[src/rtl/ps2_scancode_ctrl_if.sv]
// ---------------------------------------------------------------------------
// ps2_scancode_ctrl_if
//   Groups the signals between the PS/2 byte receiver, the scan-code
//   sequencer and the CPU/MMIO event consumer.
//   Receive side : BYTE_VALID, BYTE, BYTE_ERR      (receiver -> sequencer)
//   Event side   : EV_VALID, EV_CODE, EV_BREAK,
//                  EV_EXT                          (sequencer -> consumer)
//                  EV_READY                        (consumer -> sequencer)
//   slave  modport: the sequencer's view.
//   master modport: the environment's view (receiver plus consumer).
// ---------------------------------------------------------------------------
interface ps2_scancode_ctrl_if;
  logic       BYTE_VALID;
  logic [7:0] BYTE;
  logic       BYTE_ERR;
  logic       EV_READY;
  logic       EV_VALID;
  logic [7:0] EV_CODE;
  logic       EV_BREAK;
  logic       EV_EXT;

  modport slave (
    input  BYTE_VALID, BYTE, BYTE_ERR, EV_READY,
    output EV_VALID, EV_CODE, EV_BREAK, EV_EXT
  );

  modport master (
    output BYTE_VALID, BYTE, BYTE_ERR, EV_READY,
    input  EV_VALID, EV_CODE, EV_BREAK, EV_EXT
  );
endinterface

[src/rtl/ps2_scancode_ctrl.sv]
// ---------------------------------------------------------------------------
// ps2_scancode_ctrl
//   Turns the PS/2 receive byte stream into key events. The E0 (extended),
//   F0 (break) and E1 (Pause) prefixes are tracked, and keyboard protocol
//   bytes are dropped. Each event {break, ext, code} is queued in a small
//   FIFO that the consumer drains over a valid/ready handshake.
// Ports
//   CLK       : system clock
//   RST_N     : synchronous active-low reset
//   bus       : receive bytes in, events out (ps2_scancode_ctrl_if.slave)
//   CLR_FLAGS : 1-cycle pulse that clears OVERFLOW and RX_ERR
//   OVERFLOW  : sticky, an event was dropped because the FIFO was full
//   RX_ERR    : sticky, an errored byte arrived or a prefix timed out
// ---------------------------------------------------------------------------
module ps2_scancode_ctrl #(
  parameter int DEPTH       = 8,
  parameter int TIMEOUT_CYC = 100000
) (
  input  logic                     CLK,
  input  logic                     RST_N,
  ps2_scancode_ctrl_if.slave       bus,
  input  logic                     CLR_FLAGS,
  output logic                     OVERFLOW,
  output logic                     RX_ERR
);

  localparam int AW = $clog2(DEPTH);
  localparam int CW = AW + 1;
  localparam int TW = $clog2(TIMEOUT_CYC + 1);

  localparam logic [2:0] S_IDLE = 3'd0;
  localparam logic [2:0] S_E0   = 3'd1;
  localparam logic [2:0] S_F0   = 3'd2;
  localparam logic [2:0] S_E0F0 = 3'd3;
  localparam logic [2:0] S_SKIP = 3'd4;

  // Bytes the keyboard sends for protocol purposes (BAT, ACK, resend, echo, errors).
  function automatic logic is_proto(input logic [7:0] b);
    return (b == 8'hAA) || (b == 8'hFA) || (b == 8'hFE) ||
           (b == 8'hEE) || (b == 8'h00) || (b == 8'hFF);
  endfunction

  logic [2:0]    state, state_nxt;
  logic [2:0]    skip_cnt, skip_nxt;
  logic [TW-1:0] timer, timer_nxt;
  logic          push, err_set;
  logic [9:0]    push_ev;

  logic [9:0]    mem [DEPTH];
  logic [AW-1:0] wr_ptr, rd_ptr, rd_nxt;
  logic [CW-1:0] count;
  logic [9:0]    head_q, head_nxt;
  logic          full, empty, do_push, do_pop, ovf_set;
  logic          byte_ok, byte_bad;

  assign byte_ok  = bus.BYTE_VALID & ~bus.BYTE_ERR;
  assign byte_bad = bus.BYTE_VALID &  bus.BYTE_ERR;

  // Prefix sequencer
  always_comb begin
    state_nxt = state;
    skip_nxt  = skip_cnt;
    timer_nxt = timer;
    push      = 1'b0;
    push_ev   = '0;
    err_set   = 1'b0;
    if (byte_bad) begin
      state_nxt = S_IDLE;
      timer_nxt = '0;
      err_set   = 1'b1;
    end else if (byte_ok) begin
      timer_nxt = '0;
      case (state)
        S_IDLE: begin
          if (bus.BYTE == 8'hE0)      state_nxt = S_E0;
          else if (bus.BYTE == 8'hF0) state_nxt = S_F0;
          else if (bus.BYTE == 8'hE1) begin
            // Pause: E1 is followed by 7 more bytes that carry no information.
            state_nxt = S_SKIP;
            skip_nxt  = 3'd7;
          end else if (!is_proto(bus.BYTE)) begin
            push    = 1'b1;
            push_ev = {2'b00, bus.BYTE};
          end
        end
        S_E0: begin
          if (bus.BYTE == 8'hF0) state_nxt = S_E0F0;
          else begin
            // E0 12 is the fake-shift wrapper some keys emit; it is not a key.
            state_nxt = S_IDLE;
            if (bus.BYTE != 8'h12) begin
              push    = 1'b1;
              push_ev = {2'b01, bus.BYTE};
            end
          end
        end
        S_F0: begin
          state_nxt = S_IDLE;
          push      = 1'b1;
          push_ev   = {2'b10, bus.BYTE};
        end
        S_E0F0: begin
          state_nxt = S_IDLE;
          if (bus.BYTE != 8'h12) begin
            push    = 1'b1;
            push_ev = {2'b11, bus.BYTE};
          end
        end
        S_SKIP: begin
          if (skip_cnt == 3'd1) begin
            state_nxt = S_IDLE;
            skip_nxt  = 3'd0;
            push      = 1'b1;
            push_ev   = {2'b01, 8'hE1};
          end else begin
            skip_nxt = skip_cnt - 3'd1;
          end
        end
        default: state_nxt = S_IDLE;
      endcase
    end else if (state != S_IDLE) begin
      // Abandon a prefix that waited TIMEOUT_CYC cycles without a byte.
      if (timer == TW'(TIMEOUT_CYC - 1)) begin
        state_nxt = S_IDLE;
        timer_nxt = '0;
        err_set   = 1'b1;
      end else begin
        timer_nxt = timer + 1'b1;
      end
    end
  end

  // Event FIFO control
  assign full    = (count == CW'(DEPTH));
  assign empty   = (count == '0);
  assign do_pop  = ~empty & bus.EV_READY;
  assign do_push = push & (~full | do_pop);
  assign ovf_set = push & full & ~do_pop;
  assign rd_nxt  = rd_ptr + 1'b1;

  // Head register: keeps the last event visible after the FIFO drains.
  always_comb begin
    head_nxt = head_q;
    if (do_pop) begin
      if (count > CW'(1)) head_nxt = mem[rd_nxt];
      else if (do_push)   head_nxt = push_ev;
    end else if (empty && do_push) begin
      head_nxt = push_ev;
    end
  end

  always_ff @(posedge CLK) begin
    if (do_push) mem[wr_ptr] <= push_ev;
  end

  // Stage boundary: sequencer state, FIFO pointers, head and flags
  always_ff @(posedge CLK) begin
    if (!RST_N) begin
      state    <= S_IDLE;
      skip_cnt <= '0;
      timer    <= '0;
      wr_ptr   <= '0;
      rd_ptr   <= '0;
      count    <= '0;
      head_q   <= '0;
      OVERFLOW <= 1'b0;
      RX_ERR   <= 1'b0;
    end else begin
      state    <= state_nxt;
      skip_cnt <= skip_nxt;
      timer    <= timer_nxt;
      head_q   <= head_nxt;
      if (do_push) wr_ptr <= wr_ptr + 1'b1;
      if (do_pop)  rd_ptr <= rd_nxt;
      case ({do_push, do_pop})
        2'b10:   count <= count + 1'b1;
        2'b01:   count <= count - 1'b1;
        default: count <= count;
      endcase
      OVERFLOW <= ovf_set | (OVERFLOW & ~CLR_FLAGS);
      RX_ERR   <= err_set | (RX_ERR & ~CLR_FLAGS);
    end
  end

  assign bus.EV_VALID = ~empty;
  assign {bus.EV_BREAK, bus.EV_EXT, bus.EV_CODE} = head_q;

endmodule
[src/flat_wrapper.sv]
// flat-port wrapper written by rule: the top's interface ports become plain ports
module ps2_scancode_ctrl_flat 
#(
  parameter int DEPTH       = 8,
  parameter int TIMEOUT_CYC = 100000
)
  (CLK, RST_N, CLR_FLAGS, OVERFLOW, RX_ERR, bus_BYTE_VALID, bus_BYTE, bus_BYTE_ERR, bus_EV_READY, bus_EV_VALID, bus_EV_CODE, bus_EV_BREAK, bus_EV_EXT);
  ps2_scancode_ctrl_if bus_i ();
  input  logic CLK;
  input  logic RST_N;
  input  logic CLR_FLAGS;
  output logic OVERFLOW;
  output logic RX_ERR;
  input wire logic [$bits(bus_i.BYTE_VALID)-1:0] bus_BYTE_VALID;
  input wire logic [$bits(bus_i.BYTE)-1:0] bus_BYTE;
  input wire logic [$bits(bus_i.BYTE_ERR)-1:0] bus_BYTE_ERR;
  input wire logic [$bits(bus_i.EV_READY)-1:0] bus_EV_READY;
  output wire logic [$bits(bus_i.EV_VALID)-1:0] bus_EV_VALID;
  output wire logic [$bits(bus_i.EV_CODE)-1:0] bus_EV_CODE;
  output wire logic [$bits(bus_i.EV_BREAK)-1:0] bus_EV_BREAK;
  output wire logic [$bits(bus_i.EV_EXT)-1:0] bus_EV_EXT;
  assign bus_i.BYTE_VALID = bus_BYTE_VALID;
  assign bus_i.BYTE = bus_BYTE;
  assign bus_i.BYTE_ERR = bus_BYTE_ERR;
  assign bus_i.EV_READY = bus_EV_READY;
  assign bus_EV_VALID = bus_i.EV_VALID;
  assign bus_EV_CODE = bus_i.EV_CODE;
  assign bus_EV_BREAK = bus_i.EV_BREAK;
  assign bus_EV_EXT = bus_i.EV_EXT;
  ps2_scancode_ctrl #(.DEPTH(DEPTH), .TIMEOUT_CYC(TIMEOUT_CYC)) u_core (.CLK(CLK), .RST_N(RST_N), .bus(bus_i), .CLR_FLAGS(CLR_FLAGS), .OVERFLOW(OVERFLOW), .RX_ERR(RX_ERR));
endmodule
[config.mk]
export PLATFORM = sky130hd
export DESIGN_NAME = ps2_scancode_ctrl_flat
export DESIGN_NICKNAME = d
export VERILOG_FILES = /design/src/rtl/ps2_scancode_ctrl_if.sv /design/src/rtl/ps2_scancode_ctrl.sv /design/src/flat_wrapper.sv
export SDC_FILE = /design/constraint.sdc
export NUM_CORES = 1
export LEC_CHECK = 0
export BUFFER_PORTS_ARGS = -buffer_cell sky130_fd_sc_hd__buf_2
export CAP_MARGIN = 20
export CORE_MARGIN = 1.5
export CORE_UTILIZATION = 35
export CTS_CLUSTER_SIZE = 16
export DETAILED_ROUTE_END_ITERATION = 8
export GPL_ROUTABILITY_DRIVEN = 0
export PLACE_DENSITY = 0.62
export SKIP_LAST_GASP = 1
export SLEW_MARGIN = 20
export SYNTH_ARGS = -nofsm -noshare
export SYNTH_HDL_FRONTEND = slang
export SYNTH_SLANG_ARGS = --single-unit
[constraint.sdc]
create_clock -name CLK -period 4 [get_ports CLK]
set_clock_uncertainty 0.2 [all_clocks]
set_input_delay 0.2 -clock CLK [delete_from_list [all_inputs] [get_ports CLK]]
set_output_delay 0.2 -clock CLK [all_outputs]
set_load 0.03 [all_outputs]
== Yosys cells after proc, flatten, opt, wreduce, memory -nomap -nowiden ==
Memory sizes are Yosys's and may differ from the RTL's.
Cells that the tools add are included.
Word-level totals
  bits in registers: 45
  RAM bits: 80
  bits of input ports: 14
  output and inout port bits: 13
  logic and storage cells: 126
  memories: 1
Memory list
  u_core.mem: words 8, bits a word 10, read ports 1, clocked after memory_dff 0, write ports 1, RTL line ps2_scancode_ctrl.sv:49  | logic [9:0] mem [DEPTH];
Operators by class
  $add $sub $neg: 6
  magnitude comparators: 1
  equal/unequal tests: 24
  multiplexer cells: 47
  bitwise logic cells: 18
  reduce and logical (&&, ||, !) cells: 20
Operators by type and width (count)
  $mux W10: 11
  $eq A8 B8 Y1 const B: 8
  $pmux W10 S5: 1
  $mux W3: 11
  $mux W9: 2
  $add A17 B1 Y17 const B: 1
  $eq A17 B17 Y1 const B: 1
  $mux W17: 1
  $mux W1: 15
  $reduce_bool A2 Y1: 5
  $pmux W3 S3: 1
  $and A1 B1 Y1: 8
  $logic_not A8 Y1: 1
  $mux W8: 1
  $ne A8 B5 Y1 const B: 1
  $pmux W4 S2: 1
  $not A1 Y1: 7
  $add A3 B1 Y3 const B: 2
  $eq A3 B1 Y1 const B: 2
  $eq A3 B2 Y1 const B: 2
  $pmux W3 S2: 1
  $reduce_and A6 Y1: 1
  $logic_or A1 B1 Y1: 5
  $ne A5 B5 Y1 const B: 1
  other kinds (23): 26

== Longest topological paths before layout ==
Gate-level depths: netlist of the first run.
  depth in word-level cells: 17
  gate-level depth with buffers: 13
  depth with buffers taken out: 12

== Worst setup path before layout of the first run ==
Ideal clock, no wire load.
  path kind: register to register
  from: register u_core.skip_cnt[0]
  to: memory u_core.mem[4][0] (enable)
  setup time: 408 ps
  arrival: 2830 ps
  data required time: 3392 ps
  slack: 562 ps
  cell stages (with the launch flop): 9
  path buffers: 1
  cells stage by stage: dfxtp_1 -> ha_1 -> nor2b_1 -> and3_1 -> clkbuf_1 -> a2bb2oi_1 -> a22o_4 -> nand3b_2 -> nor4b_1
On the way
  longest elaborated chain between the ends: 8
Ends and longest elaborated chain
  from (decl): RTL line ps2_scancode_ctrl.sv:44  | logic [2:0] skip_cnt, skip_nxt;
  from (signal assigned): RTL line ps2_scancode_ctrl.sv:170  | skip_cnt <= skip_nxt;
  $eq A3 B1 Y1: RTL line ps2_scancode_ctrl.sv:110  | if (skip_cnt == 3'd1) begin
  $mux W1: RTL line ps2_scancode_ctrl.sv:110
  $pmux W1 S5: RTL line ps2_scancode_ctrl.sv:73  | case (state)
  $mux W1: RTL line ps2_scancode_ctrl.sv:71  | end else if (byte_ok) begin
  $mux W1: RTL line ps2_scancode_ctrl.sv:67  | if (byte_bad) begin
  $and A1 B1 Y1: RTL line ps2_scancode_ctrl.sv:137  | assign do_push = push & (~full | do_pop);
  $mux W1: RTL line ps2_scancode_ctrl.sv:153  | if (do_push) mem[wr_ptr] <= push_ev;
  $mux W1 (implied by the code): RTL line ps2_scancode_ctrl.sv:153
  to (decl): RTL line ps2_scancode_ctrl.sv:49
Every way passes these cells.

== Worst setup path in the final report of the first run ==
  from: register u_core.skip_cnt[0]
  to: register u_core.count[3]
On the way
  longest elaborated chain between the ends: 8
  elaborated cells between the ends (all ways): 10
Ends and longest elaborated chain
  $eq A3 B1 Y1 (*): RTL line ps2_scancode_ctrl.sv:110
  $mux W1 (*): RTL line ps2_scancode_ctrl.sv:110
  $pmux W1 S5 (*): RTL line ps2_scancode_ctrl.sv:73
  $mux W1 (*): RTL line ps2_scancode_ctrl.sv:71
  $mux W1 (*): RTL line ps2_scancode_ctrl.sv:67
  $and A1 B1 Y1 (*): RTL line ps2_scancode_ctrl.sv:137
  $eq A2 B1 Y1 or $eq A2 B2 Y1 (tied branches): RTL line ps2_scancode_ctrl.sv:175  | case ({do_push, do_pop})
  $pmux W4 S2 or $reduce_bool A2 Y1 (tied branches)
  to (signal assigned): RTL line ps2_scancode_ctrl.sv:176  | 2'b10: count <= count + 1'b1;
  to (signal assigned): RTL line ps2_scancode_ctrl.sv:177  | 2'b01: count <= count - 1'b1;
  to (signal assigned): RTL line ps2_scancode_ctrl.sv:178  | default: count <= count;
  to (decl): RTL line ps2_scancode_ctrl.sv:51  | logic [CW-1:0] count;
Mark *: on every way between the ends. The rest lies on a longest branch, timed or not.
A chain may end at the register's enable or synchronous reset.

==> results of run 1 <==
state kept, by name, indices dropped and copies added (netlist names):
signal and cells:
u_core.RX_ERR 1, u_core.state 3, u_core.rd_ptr 3, u_core.skip_cnt 3
u_core.timer 17, u_core.wr_ptr 3, u_core.OVERFLOW 1, u_core.head_q 10
u_core.mem 80, u_core.count 4
synthesized netlist by cell type, types with 9 or more instances:
master	number	area, um^2
nor2_1	36	135
mux2i_1	9	90.1
clkbuf_1	13	48.8
dfxtp_1	45	901
nand2_1	50	188
a21oi_1	18	90.1
xor2_1	14	123
and2_1	12	75.1
mux4_2	20	450
edfxtp_1	80	2400
inv_1	10	37.5
ha_1	9	113
o21ai_0	10	50.1
nand3_1	16	80.1
layout make-up:
class / count / area, um^2
clock inverter: 12 / 180
fill: 1469 / 9040
tap: 216 / 270
inverter: 10 / 37.5
multi-input combinational: 300 / 2250
timing repair buffer: 44 / 275
antenna: 2 / 5.00
sequential: 125 / 3300
clock buffer: 20 / 467
what timing repair did:
action                                 CTS  global route
endpoints found under the hold margin    8             0
buffers inserted                         0             0
hold buffers                             4             0
metrics by stage:
stage	hold WS [ns]	setup slack, ns	total power, mW	std cells	cell area (um^2)
6_report	0.0385	0.994	4.08	729	6790
4_1_cts	0.00406	1.01	4.12	727	6780
3_5_place_dp	0.300	1.02	2.44	691	6090
3_3_place_gp	0.280	1.13	2.43	691	6090
5_1_grt	0.106	0.796	4.25	727	6780
2_1_floorplan	0.194	0.562	2.22	455	5670
worst max-delay path: stages, from the launching register on:
cell,delay [ns]
dfxtp_1,0.38
ha_1,0.18
nor2b_1,0.19
and3_1,0.32
a2bb2oi_1,0.30
a22o_4,0.20
nand3b_2,0.20
ha_1,0.31
nand4b_1,0.19
a21oi_1,0.20
xor2_1,0.08
and2_1,0.15
worst max path at each step:
| stage | end | from | slack, ns | depth (start not counted) |
|---|---|---|---|---|
| 2_1_floorplan | u_core.mem[4][0] | u_core.skip_cnt[0] | 0.56 | 8 |
| 3_3_place_gp | u_core.count[3] | u_core.skip_cnt[0] | 1.13 | 11 |
| 3_5_place_dp | u_core.count[3] | u_core.skip_cnt[0] | 1.02 | 11 |
| 4_1_cts | u_core.count[2] | u_core.skip_cnt[0] | 1.01 | 9 |
| 5_1_grt | u_core.count[2] | u_core.skip_cnt[1] | 0.80 | 10 |
| 6_report | u_core.count[3] | u_core.skip_cnt[0] | 0.99 | 11 |
cell families after synthesis:
kind of cell,Yosys count,share of synthesized area [%]
DFF,125,58.3
adders and majority gates,9,1.99
buffers and inverters,30,2.47
AOI/OAI and AO/OA,62,7.82
xor gates and xnor gates,22,3.40
and+or+nand+nor,178,16.5
muxes,29,9.54
power groups by stage:
stage	combinational, mW	clock, mW	sequential (mW)
after floorplan	0.636	0	1.59
after global placement	0.912	0	1.52
after detailed placement	0.923	0	1.52
after CTS	0.932	1.69	1.49
after global routing	1.01	1.74	1.50
final	0.919	1.67	1.49
metal layers:
| metal | part of all wire (%) | GRT usage [%] | vias up |
|---|---|---|---|
| met5 | 0.20 | 0 | - |
| met4 | 2.0 | 7.32 | 4 |
| met3 | 5.4 | 4.55 | 31 |
| met2 | 49 | 25.5 | 108 |
| met1 | 43 | 18.9 | 1841 |
| li1 | - | - | 1800 |
==> impl_metrics.env, run 1 <==
export IMPL_status="completed"
export IMPL_fin_nets=521
export IMPL_p_int_mw=2.93
export IMPL_ys_warn_count=0
export IMPL_switching_share_pct=28.0
export IMPL_end_kind="register"
export IMPL_ys_async_sr_fraction_pct=0
export IMPL_maxSlewViolCount=0
export IMPL_grt_setup_unrepaired="no"
export IMPL_syn_avg_cell_area_um2=12.5
export IMPL_synthesis_area_um2=5670
export IMPL_ant_nets=0
export IMPL_synth_seq_cells=125
export IMPL_drt_wirelength_per_cell_um=16.9
export IMPL_cts_htree_levels=4
export IMPL_ioPinCount=27
export IMPL_cts_root_buffer="clkbuf_16"
export IMPL_reg2reg_slack_ns=0.99
export IMPL_path_clk_slew_ns=0.05
export IMPL_whs_path_depth=4
export IMPL_regToRegStartpoint="u_core.skip_cnt[0]"
export IMPL_ys_seq_area_share_pct=58.3
export IMPL_post_route_util_pct=42.9
export IMPL_drt_pass1_iter_count=6
export IMPL_r2r_end="u_core.count[3]"
export IMPL_ys_flop_type="edfxtp_1"
export IMPL_leakage_nw=2.45
export IMPL_cts_repair_resized=0
export IMPL_mostFrequentLayoutCells="80 x edfxtp_1, 50 x nand2_1, 45 x dfxtp_1"
export IMPL_power_density_nw_per_um2=601
export IMPL_cp_start_kind="register"
export IMPL_hp_class="in2reg"
export IMPL_grt_pass1_vias=3652
export IMPL_power_frac_seq_pct=36.6
export IMPL_setup_violations=0
export IMPL_finalHoldViolCount=0
export IMPL_clock_sinks=125
export IMPL_synth_edf_count=80
export IMPL_port_buffers=26
export IMPL_syn_num_nets=478
export IMPL_grt_max_degree=31
export IMPL_drtIter0Drc=198
export IMPL_cp_arrival_ns=3.12
export IMPL_mostFrequentLayoutCell="edfxtp_1"
export IMPL_dp_hpwl_um=8090
export IMPL_antenna_found_initial=4
export IMPL_clkLatencyLatePin_ns=0.42
export IMPL_area_delta_synth_final_pct=19.7
export IMPL_vias=3784
export IMPL_pwr_share_clk_pct=40.9
export IMPL_rows=46
export IMPL_tns_ns=0
export IMPL_worstMarginPinSlew_ns=0.855
export IMPL_synth_cells=455
export IMPL_drive_above_1_share_pct=20.9
export IMPL_hp_start="bus_BYTE[3]"
export IMPL_numCtsBuffers=17
export IMPL_cp_max_fo=8
export IMPL_routed_wl_um=12300
export IMPL_cts_path_max_buffers=2
export IMPL_finalCritPeriodShare_pct=75.2
export IMPL_hold_path_endpoint="u_core.state[0]"
export IMPL_max_vdd_ir_drop_mv=0.359
export IMPL_grt_pass1_wl_um=19300
export IMPL_synth_distinct_cells=56
export IMPL_via_per_inst=5.19
export IMPL_worstRegToRegCells=11
export IMPL_initial_core_util_pct=35.8
export IMPL_cts_tree="built"
export IMPL_die_h_um=130
export IMPL_comb_power_share_pct=22.5
export IMPL_grt_ovfl_total=0
export IMPL_p_sw_mw=1.14
export IMPL_core_um2=15800
export IMPL_fin_crit_ns=3.01
export IMPL_maxCapViolCount=0
export IMPL_critPathRequiredTime_ns=4.11
export IMPL_critical_path_class="reg2reg"
export IMPL_grt_usage_pct=15.6
export IMPL_die_x_um=130
export IMPL_drc=0
export IMPL_die_area_um2=17000
export IMPL_max_freq_mhz=333
export IMPL_relSlewSlack_pct=42.6
No activity file was read; power rests on OpenSTA's default activity.
==> run 2, diff against run 1 <==
clock period = 2.9 ns   (was 4 ns; I/O delays follow)
==> impl_metrics.env, run 2 (same netlist as run 1, synthesis figures left out) <==
export IMPL_leakage_nw=2.48
export IMPL_holdWs_ns=0.0314
export IMPL_cts_root_buffer="clkbuf_16"
export IMPL_rows=46
export IMPL_regToRegStartpoint="u_core.state[1]"
export IMPL_p_int_mw=3.81
export IMPL_vias=3855
export IMPL_drt_wirelength_per_cell_um=17.0
export IMPL_comb_power_share_pct=24.2
export IMPL_drtIter0Drc=168
export IMPL_drc=0
export IMPL_grt_pass1_wl_um=20100
export IMPL_cp_max_fo=11
export IMPL_tns_ns=0
export IMPL_area_delta_synth_final_pct=20.2
export IMPL_worstRegToRegCells=7
export IMPL_whs_path_depth=4
export IMPL_clock_sinks=125
export IMPL_grt_setup_unrepaired="no"
export IMPL_p_sw_mw=1.61
export IMPL_drive_above_1_share_pct=22.6
export IMPL_finalCritPeriodShare_pct=95.0
export IMPL_relSlewSlack_pct=58.0
export IMPL_hp_class="in2reg"
export IMPL_die_area_um2=17000
export IMPL_maxCapViolCount=0
export IMPL_ioPinCount=27
export IMPL_place_inst=700
export IMPL_fin_nets=532
export IMPL_cp_arrival_ns=2.89
export IMPL_routed_wl_um=12500
export IMPL_core_um2=15800
export IMPL_grt_usage_pct=16.0
export IMPL_hp_start="bus_BYTE[3]"
export IMPL_mostFrequentLayoutCell="edfxtp_1"
export IMPL_finalHoldViolCount=0
export IMPL_setup_violations=0
export IMPL_critical_path_class="in2reg"
export IMPL_end_kind="register"
export IMPL_path_clk_slew_ns=0.05
export IMPL_status="completed"
export IMPL_grt_pass1_vias=3801
export IMPL_ant_nets=0
export IMPL_cts_setup_buffers=0
export IMPL_dp_hpwl_um=8520
export IMPL_die_h_um=130
export IMPL_largest_reg_flops=80
export IMPL_initial_core_util_pct=35.8
export IMPL_port_buffers=26
export IMPL_drt_pass1_iter_count=5
export IMPL_clkLatencyLatePin_ns=0.42
export IMPL_reg_top3="u_core.mem: 80 flops, u_core.timer: 17 flops, u_core.head_q: 10 flops"
export IMPL_critPathRequiredTime_ns=3.03
export IMPL_max_vdd_ir_drop_mv=0.390
export IMPL_cts_tree="built"
export IMPL_mostFrequentLayoutCells="80 x edfxtp_1, 50 x nand2_1, 45 x dfxtp_1"
export IMPL_antenna_found_initial=2
export IMPL_r2r_end="u_core.count[2]"
export IMPL_reg2reg_slack_ns=0.15
export IMPL_pwr_share_clk_pct=37.8
export IMPL_maxSlewViolCount=0
export IMPL_largest_register="u_core.mem"
export IMPL_worstMarginPinSlew_ns=0.629
export IMPL_hold_path_endpoint="u_core.state[0]"
export IMPL_via_per_inst=5.21
export IMPL_grt_max_degree=21
export IMPL_numCtsBuffers=17
export IMPL_switching_share_pct=29.7
export IMPL_grt_ovfl_total=0
export IMPL_power_density_nw_per_um2=795
export IMPL_fin_cells=740
export IMPL_post_route_util_pct=43.1
export IMPL_power_frac_seq_pct=38.0
export IMPL_fin_crit_ns=2.75
export IMPL_die_x_um=130
export IMPL_max_freq_mhz=363
export IMPL_cts_path_max_buffers=2
export IMPL_cts_htree_levels=4
export IMPL_cp_start_kind="input port"
-- run 2: routing by layer --
metal	vias to the layer above	part of all wire, %	track usage (%)
met5	-	0	0
met2	94	48	24.9
li1	1817	-	-
met1	1920	45	20.5
met3	24	5.0	4.92
met4	0	1.9	7.39
-- run 2: final cells by class --
cell class,instances,area [um^2]
Inverter,10,37.5
Fill cell,1455,9010
Multi-Input combinational cell,300,2260
Antenna cell,2,5.00
Clock buffer,20,467
Clock inverter,12,111
Sequential cell,125,3300
Tap cell,216,270
Timing Repair Buffer,55,363
-- run 2: worst max-delay path by stage --
stage	startpoint	endpoint	slack, ns	cells after the start
after floorplan	u_core.skip_cnt[0]	u_core.mem[5][0]	-0.18	8
after global placement	u_core.state[1]	u_core.mem[4][2]	0.27	7
after detailed placement	u_core.skip_cnt[0]	u_core.count[2]	0.10	9
after CTS	u_core.skip_cnt[0]	u_core.count[2]	0.06	9
after global routing	u_core.state[1]	u_core.count[2]	0.03	7
final	bus_BYTE[0]	u_core.count[2]	0.15	10
-- run 2: critical path, cell delays in order --
cell and delay (ns):
dlygate4sd3_1 0.54, buf_2 0.20, nor4_2 0.43, a31oi_1 0.07
o22a_2 0.23, a22o_4 0.30, nand3b_2 0.10, ha_1 0.29
or3_1 0.38, a21boi_0 0.19
-- run 2: power by group through the flow --
stage | Clock [mW] | Combinational (mW) | Sequential [mW]
after floorplan | 0 | 0.878 | 2.19
after global placement | 0 | 1.29 | 2.09
after detailed placement | 0 | 1.32 | 2.10
after CTS | 2.09 | 1.33 | 2.06
after global routing | 2.16 | 1.43 | 2.08
final | 2.05 | 1.31 | 2.06
-- run 2: per-stage QoR --
step	instance area, um^2	total power, mW	worst slack, ns
after floorplan	5690	3.07	-0.179
after global placement	6160	3.38	0.269
after detailed placement	6160	3.42	0.102
after CTS	6790	5.48	0.0637
after global routing	6810	5.67	0.0291
final	6810	5.42	0.145
-- run 2: repair_timing --
item,in CTS,in global routing
setup endpoints to repair,0,22
hold buffers,6,0
hold endpoints to repair,18,0
resized for setup,0,3
